<file path="src/rtl/shift_add_multiplier.sv">
`default_nettype none
// ============================================================================
// Module   : shift_add_multiplier
// Purpose  : Sequential shift-and-add multiplier. Operands are sampled on an
//            accepted start, one multiplier bit is processed per cycle for
//            WIDTH cycles, and the 2*WIDTH-bit product is published when the
//            DONE state is entered. Signed mode multiplies magnitudes and
//            negates the result when the operand signs differ.
// Ports    : clk         - clock, rising edge
//            rst         - synchronous active-high reset
//            start       - begin a multiply (accepted in IDLE or DONE)
//            signed_mode - 1 = two's-complement operands, 0 = unsigned
//            a, b        - multiplicand / multiplier (WIDTH bits)
//            busy        - high while the multiply is running
//            done        - one-cycle pulse, product valid
//            product     - result of the last completed multiply
// Revision : 1.0 - initial release
// ============================================================================
module shift_add_multiplier #(
    parameter int WIDTH = 8
) (
    input  logic                 clk,
    input  logic                 rst,
    input  logic                 start,
    input  logic                 signed_mode,
    input  logic [WIDTH-1:0]     a,
    input  logic [WIDTH-1:0]     b,
    output logic                 busy,
    output logic                 done,
    output logic [2*WIDTH-1:0]   product
);

    localparam int              c_cnt_w = (WIDTH > 1) ? $clog2(WIDTH) : 1;
    localparam logic [c_cnt_w-1:0] c_last    = c_cnt_w'(WIDTH - 1);
    localparam logic [c_cnt_w-1:0] c_cnt_one = c_cnt_w'(1);

    localparam logic [1:0] c_idle = 2'd0;
    localparam logic [1:0] c_run  = 2'd1;
    localparam logic [1:0] c_done = 2'd2;

    logic [1:0]           r_state;
    logic [1:0]           w_next_state;

    logic [2*WIDTH-1:0]   r_mcand;     // shifted multiplicand magnitude
    logic [WIDTH-1:0]     r_mplier;    // shifted multiplier magnitude
    logic [2*WIDTH-1:0]   r_acc;
    logic [c_cnt_w-1:0]   r_cnt;
    logic                 r_neg;       // result sign, from latched mode + operand signs
    logic [2*WIDTH-1:0]   r_product;

    logic                 w_accept;
    logic                 w_a_neg;
    logic                 w_b_neg;
    logic [WIDTH-1:0]     w_mag_a;
    logic [WIDTH-1:0]     w_mag_b;
    logic [2*WIDTH-1:0]   w_acc_next;
    logic                 w_last;

    // Magnitudes are taken as unsigned WIDTH-bit values, so the most negative
    // operand maps to 2**(WIDTH-1) without overflow.
    assign w_a_neg = signed_mode & a[WIDTH-1];
    assign w_b_neg = signed_mode & b[WIDTH-1];
    assign w_mag_a = w_a_neg ? (~a + WIDTH'(1)) : a;
    assign w_mag_b = w_b_neg ? (~b + WIDTH'(1)) : b;

    assign w_accept   = start && ((r_state == c_idle) || (r_state == c_done));
    assign w_last     = (r_cnt == c_last);
    assign w_acc_next = r_acc + (r_mplier[0] ? r_mcand : '0);

    // State register
    always_ff @(posedge clk) begin
        if (rst) begin
            r_state <= c_idle;
        end else begin
            r_state <= w_next_state;
        end
    end

    // Next-state logic
    always_comb begin
        w_next_state = r_state;
        case (r_state)
            c_idle:  if (start) w_next_state = c_run;
            c_run:   if (w_last) w_next_state = c_done;
            c_done:  w_next_state = start ? c_run : c_idle;
            default: w_next_state = c_idle;
        endcase
    end

    // Datapath: operand capture, shift-add iteration, result publication
    always_ff @(posedge clk) begin
        if (rst) begin
            r_mcand   <= '0;
            r_mplier  <= '0;
            r_acc     <= '0;
            r_cnt     <= '0;
            r_neg     <= 1'b0;
            r_product <= '0;
        end else if (w_accept) begin
            r_mcand  <= {{WIDTH{1'b0}}, w_mag_a};
            r_mplier <= w_mag_b;
            r_acc    <= '0;
            r_cnt    <= '0;
            r_neg    <= w_a_neg ^ w_b_neg;
        end else if (r_state == c_run) begin
            r_acc    <= w_acc_next;
            r_mcand  <= r_mcand << 1;
            r_mplier <= r_mplier >> 1;
            r_cnt    <= r_cnt + c_cnt_one;
            // The final add lands in the same edge that enters DONE, so the
            // product is formed from the combinational next accumulator.
            if (w_last) begin
                r_product <= r_neg ? -w_acc_next : w_acc_next;
            end
        end
    end

    assign busy    = (r_state == c_run);
    assign done    = (r_state == c_done);
    assign product = r_product;

endmodule
`default_nettype wire

</file>
<file path="config.mk">
export PLATFORM = sky130hd
export DESIGN_NAME = shift_add_multiplier
export DESIGN_NICKNAME = d
export VERILOG_FILES = /design/src/rtl/shift_add_multiplier.sv
export SDC_FILE = /design/constraint.sdc
export NUM_CORES = 1
export LEC_CHECK = 0
export BUFFER_PORTS_ARGS = -buffer_cell sky130_fd_sc_hd__buf_2
export CAP_MARGIN = 25
export CELL_PAD_IN_SITES_DETAIL_PLACEMENT = 1
export CELL_PAD_IN_SITES_GLOBAL_PLACEMENT = 1
export CORE_MARGIN = 2
export CORE_UTILIZATION = 44
export DETAILED_ROUTE_END_ITERATION = 10
export PLACE_DENSITY = 0.78
export SLEW_MARGIN = 20
export SYNTH_ARGS = -nofsm -noshare
export SYNTH_HDL_FRONTEND = slang
export SYNTH_SLANG_ARGS = --single-unit
</file>
<file path="constraint.sdc">
create_clock -name clk -period 4.29 [get_ports clk]
set_input_delay 0.429 -clock clk [delete_from_list [all_inputs] [get_ports clk]]
set_output_delay 0.429 -clock clk [all_outputs]
set_load 0.05 [all_outputs]
</file>
Yosys cells after proc, flatten, opt, wreduce, memory -nomap -nowiden
Cells that the tools add are included.
Widths: inputs -> output; s select.
{"block": "word_totals", "ff_bits": 62, "in_bits": 20, "elab_cells": 43}
{"block": "op_classes", "add_sub_neg": 5, "eq_ne": 5, "n_mux": 12, "n_bitwise": 6, "n_reduce_logical": 7}
{"op": "$mux 8", "count": 6}
{"op": "$mux 16", "count": 2}
{"op": "$add 16x16->16", "count": 1}
{"op": "$add 8x1->8 const B", "count": 2}
{"op": "$neg 16->16", "count": 1}
{"op": "$not 8->8", "count": 2}
{"op": "$pmux 2 s3", "count": 1}
{"op": "$mux 2", "count": 2}
{"op": "$add 3x1->3 const B", "count": 1}
{"op": "$eq 3x3->1 const B", "count": 1}
{"op": "$reduce_and 3->1", "count": 1}
{"op": "$and 1x1->1", "count": 2}
{"op": "$eq 2x1->1 const B", "count": 1}
{"op": "$eq 2x2->1 const B", "count": 1}
{"op": "$logic_not 2->1", "count": 1}
{"op": "$ne 2x1->1 const B", "count": 1}
{"op": "$ne 2x2->1 const B", "count": 1}
{"op": "$reduce_and 2->1", "count": 1}
{"op": "$reduce_bool 2->1", "count": 1}
{"op": "$reduce_or 2->1", "count": 1}
{"op": "$logic_and 1x1->1", "count": 1}
{"op": "$logic_or 1x1->1", "count": 1}
{"op": "$mux 1", "count": 1}
{"op": "$not 1->1", "count": 1}
{"op": "$xor 1x1->1", "count": 1}

Logic depth before layout (Yosys ltp)
{"block": "logic_depth", "word_depth": 5, "ltp_mapped": 12}

Worst setup path before layout
Ideal clock, no wire load.
{"block": "synth_timing", "path_type": "reg2reg", "startpoint": "register r_mplier[0]", "endpoint": "register r_product[15] (netlist: product[15])", "arrival_time_ps": 3333, "path_slack_ps": 862, "stages_incl_launch_ff": 13, "synth_period_minus_slack_ps": 3428, "cell_sequence": "dfxtp_1 clkbuf_1 and2_1 ha_1 fa_1 a211o_1 a211o_1 nand3_1 nand3_1 or4_4 or3_1 or2_0 o311ai_1"}
{"block": "synth_between", "elab_chain_cells": 4}
{"element": "start: declaration", "line_no": "45", "rtl": "logic [WIDTH-1:0] r_mplier;"}
{"element": "start signal: assignment", "line_no": "101", "rtl": "r_mplier <= w_mag_b;"}
{"element": "start signal: assignment", "line_no": "108", "rtl": "r_mplier <= r_mplier >> 1;"}
{"element": "$mux 16 *", "line_no": "68", "rtl": "assign w_acc_next = r_acc + (r_mplier[0] ? r_mcand : '0);"}
{"element": "$add 16x16->16 *", "line_no": "68"}
{"element": "$neg 16->16", "line_no": "113", "rtl": "r_product <= r_neg ? -w_acc_next : w_acc_next;"}
{"element": "$mux 16 *", "line_no": "113"}
{"element": "end signal: assignment", "line_no": "113"}
{"element": "end: declaration", "line_no": "49", "rtl": "logic [2*WIDTH-1:0] r_product;"}
Every way passes the cells marked *; elsewhere a longest branch is shown, timed or not.
A chain may end at the register's enable or synchronous reset.

Final worst setup path
Ends and elaborated chain as after synthesis.

==> flow_metrics.tcl <==
set metrics [dict create \
    status "finished clean" \
    grt_pass1_wl_mm 16.3 \
    die_x_um 96.3 \
    drtIter0Drc 152 \
    antenna_left 0 \
    wl_per_cell_um 15.9 \
    avgSynthCellArea_um2 8.01 \
    synthDistinctLibCells 57 \
    totalWireLength_mm 9.64 \
    rsz0062_at_grt "no" \
    power_density_nw_per_um2 289 \
    fin_crit_ns 3.72 \
    syn_inst 468 \
    fmax_mhz 269 \
    worstSetupPathType "reg -> reg" \
    crit_required_ns 4.53 \
    root_buffer "clkbuf_8" \
    n_fill_cell 1016 \
    endpoint_kind "register" \
    crit_fanout 17 \
    ys.flop_type "dfxtp_1" \
    drc_errors 0 \
    synth_most_common_cell "nand2_1" \
    grt.total_usage_pct 22.6 \
    setup_viol 0 \
    synth_nets 509 \
    final_util_pct 50.9 \
    clock_latency_ns 0.34 \
    antenna_found_initial 0 \
    cts_max_path_buffers 2 \
    hpwl_mm 7.17 \
    synth_seq_cells 62 \
    drv_cap 0 \
    synth.top_cell.area_share_pct 33.1 \
    slew-limit-headroom_pct 56.4 \
    async_reset_ff_share_pct 0 \
    postCtsSetupBuffers 0 \
    area_growth_pct 11.6 \
    yosys.area.top_type "dfxtp_1" \
    ctsResizeCount 0 \
    synth_edf_count 0 \
    vias 3392 \
    maxSlewViolCount 0 \
    p_leak_nw 1.76 \
    cts_hold_buf 0 \
    ys_seq_area_share_pct 33.1 \
    grt_pass1_vias 3406 \
    tightest_slew_ns 0.654 \
    synth_top_cells_by_area "dfxtp_1, nand2_1, a21oi_1" \
    finalSetupTns_ns 0 \
    die_area_um2 9270 \
    seqCellArea_um2 1240 \
    htreeDepth 3 \
    insertedDiodeCount 0 \
    clock_skew_ns 0.00770 \
    fin_crit_sh_pct 86.7 \
    start_util_pct 45.6 \
    ys_warn_count 0 \
    gp_congestion 0.889 \
    grt.overflow.total 0 \
    hold_violations 0 \
    nets 539 \
    drive_above_1_share_pct 15.4 \
    synth_common_cells "nand2_1, dfxtp_1, a21oi_1" \
    cts_sinks 62 \
    arrival_ns 3.96 \
    rows 33 \
    synth_area_um2 3750 \
    cts_tree "done" \
    port_buffers 37 \
    vias_per_cell 5.61 \
    path_clk_slew_ns 0.07 \
    grt_max_degree 36 \
    core_um2 8220 \
    fin_total_pwr_mw 1.21 \
    multi_input_area_um2 2360 \
    peakVddDrop_v 0.000155 \
    die_h_um 96.3 \
    ios 38 \
    first_pass_iters 4 \
    cts_buffers 9 \
    worstSetupStartpointType "register" \
    worst_hold_path_type "in -> reg" \
]
## registers in the layout, indices dropped and copies added, names as in the netlist
| register | count |
|---|---|
| product | 16 |
| r_acc | 16 |
| r_mcand | 16 |
| r_mplier | 8 |
| r_cnt | 3 |
| r_state | 2 |
| r_neg | 1 |
## critical path, stage by stage (launching register included)
cell and delay [ns]:
dfxtp_1 0.45, and2_1 0.21, ha_1 0.21, fa_1 0.44, a211o_1 0.30, a211o_1 0.35, a2111oi_0 0.44, nor3b_1 0.12
xnor2_1 0.41, nand3_1 0.18, or2_0 0.24, o311ai_1 0.25
## routing by layer
| layer | vias to the layer above | routed length [um] | GRT usage (%) |
|---|---|---|---|
| met2 | 40 | 4630 | 38.5 |
| met5 | - | 0 | 0 |
| met4 | 0 | 89 | 8.69 |
| li1 | 1716 | - | - |
| met1 | 1629 | 4710 | 28.8 |
| met3 | 7 | 214 | 3.05 |
## kinds of logic after synthesis
family                     Yosys count  share of synthesized area (%)
and+or+nand+nor                    169                           21.4
AOI/OAI and AO/OA                  138                           25.0
DFF                                 62                           33.1
buffers and inverters               39                           3.91
xor gates and xnor gates            35                           8.18
adders and majority gates           21                           7.21
muxes                                4                           1.17
## area by class of cell
class / instances / share of cell area, %
clock buffer: 11 / 3.62
clock inverter: 2 / 0.239
inverter: 15 / 1.35
multi-input combinational: 367 / 56.5
sequential: 62 / 29.7
tap: 105 / 3.14
timing repair buffer: 43 / 5.51
## cells in the final DEF (no fill, tap or decap), drive strengths merged, types with 15 or more instances in the layout
| cell type | n |
|---|---|
| nand2 | 77 |
| dfxtp | 62 |
| a21oi | 59 |
| buf | 43 |
| nor2 | 28 |
| xor2 | 22 |
| ha | 20 |
| and2 | 17 |
| inv | 15 |
| a22oi | 15 |
| a211oi | 15 |
## report_power, final
group          total (mW)  leakage [nW]  switching (mW)  internal (mW)
logic               0.157          1.17          0.0988         0.0583
clock network       0.444        0.0869           0.215          0.229
registers           0.606         0.503          0.0145          0.591
## stage by stage
stage | instances | hold slack [ns] | worst slack [ns] | instance area, um2
6_report | 605 | 0.387 | 0.569 | 4180
5_1_grt | 605 | 0.415 | 0.239 | 4180
4_1_cts | 605 | 0.373 | 0.562 | 4180
3_5_place_dp | 592 | 0.447 | 0.583 | 4020
3_3_place_gp | 592 | 0.438 | 0.728 | 4020
2_1_floorplan | 468 | 0.437 | 0.862 | 3750
## worst paths after layout
path                             startpoint     endpoint  slack, ns  cells after the start
worst max-delay path            r_mplier[0]  product[15]       0.57                     11
worst min register to register   product[0]   product[0]       0.45                      2
worst max register to register  r_mplier[0]  product[15]       0.57                     11
worst min-delay path                   a[0]   r_mcand[0]       0.39                      3
No activity file was read; power rests on OpenSTA's default activity.
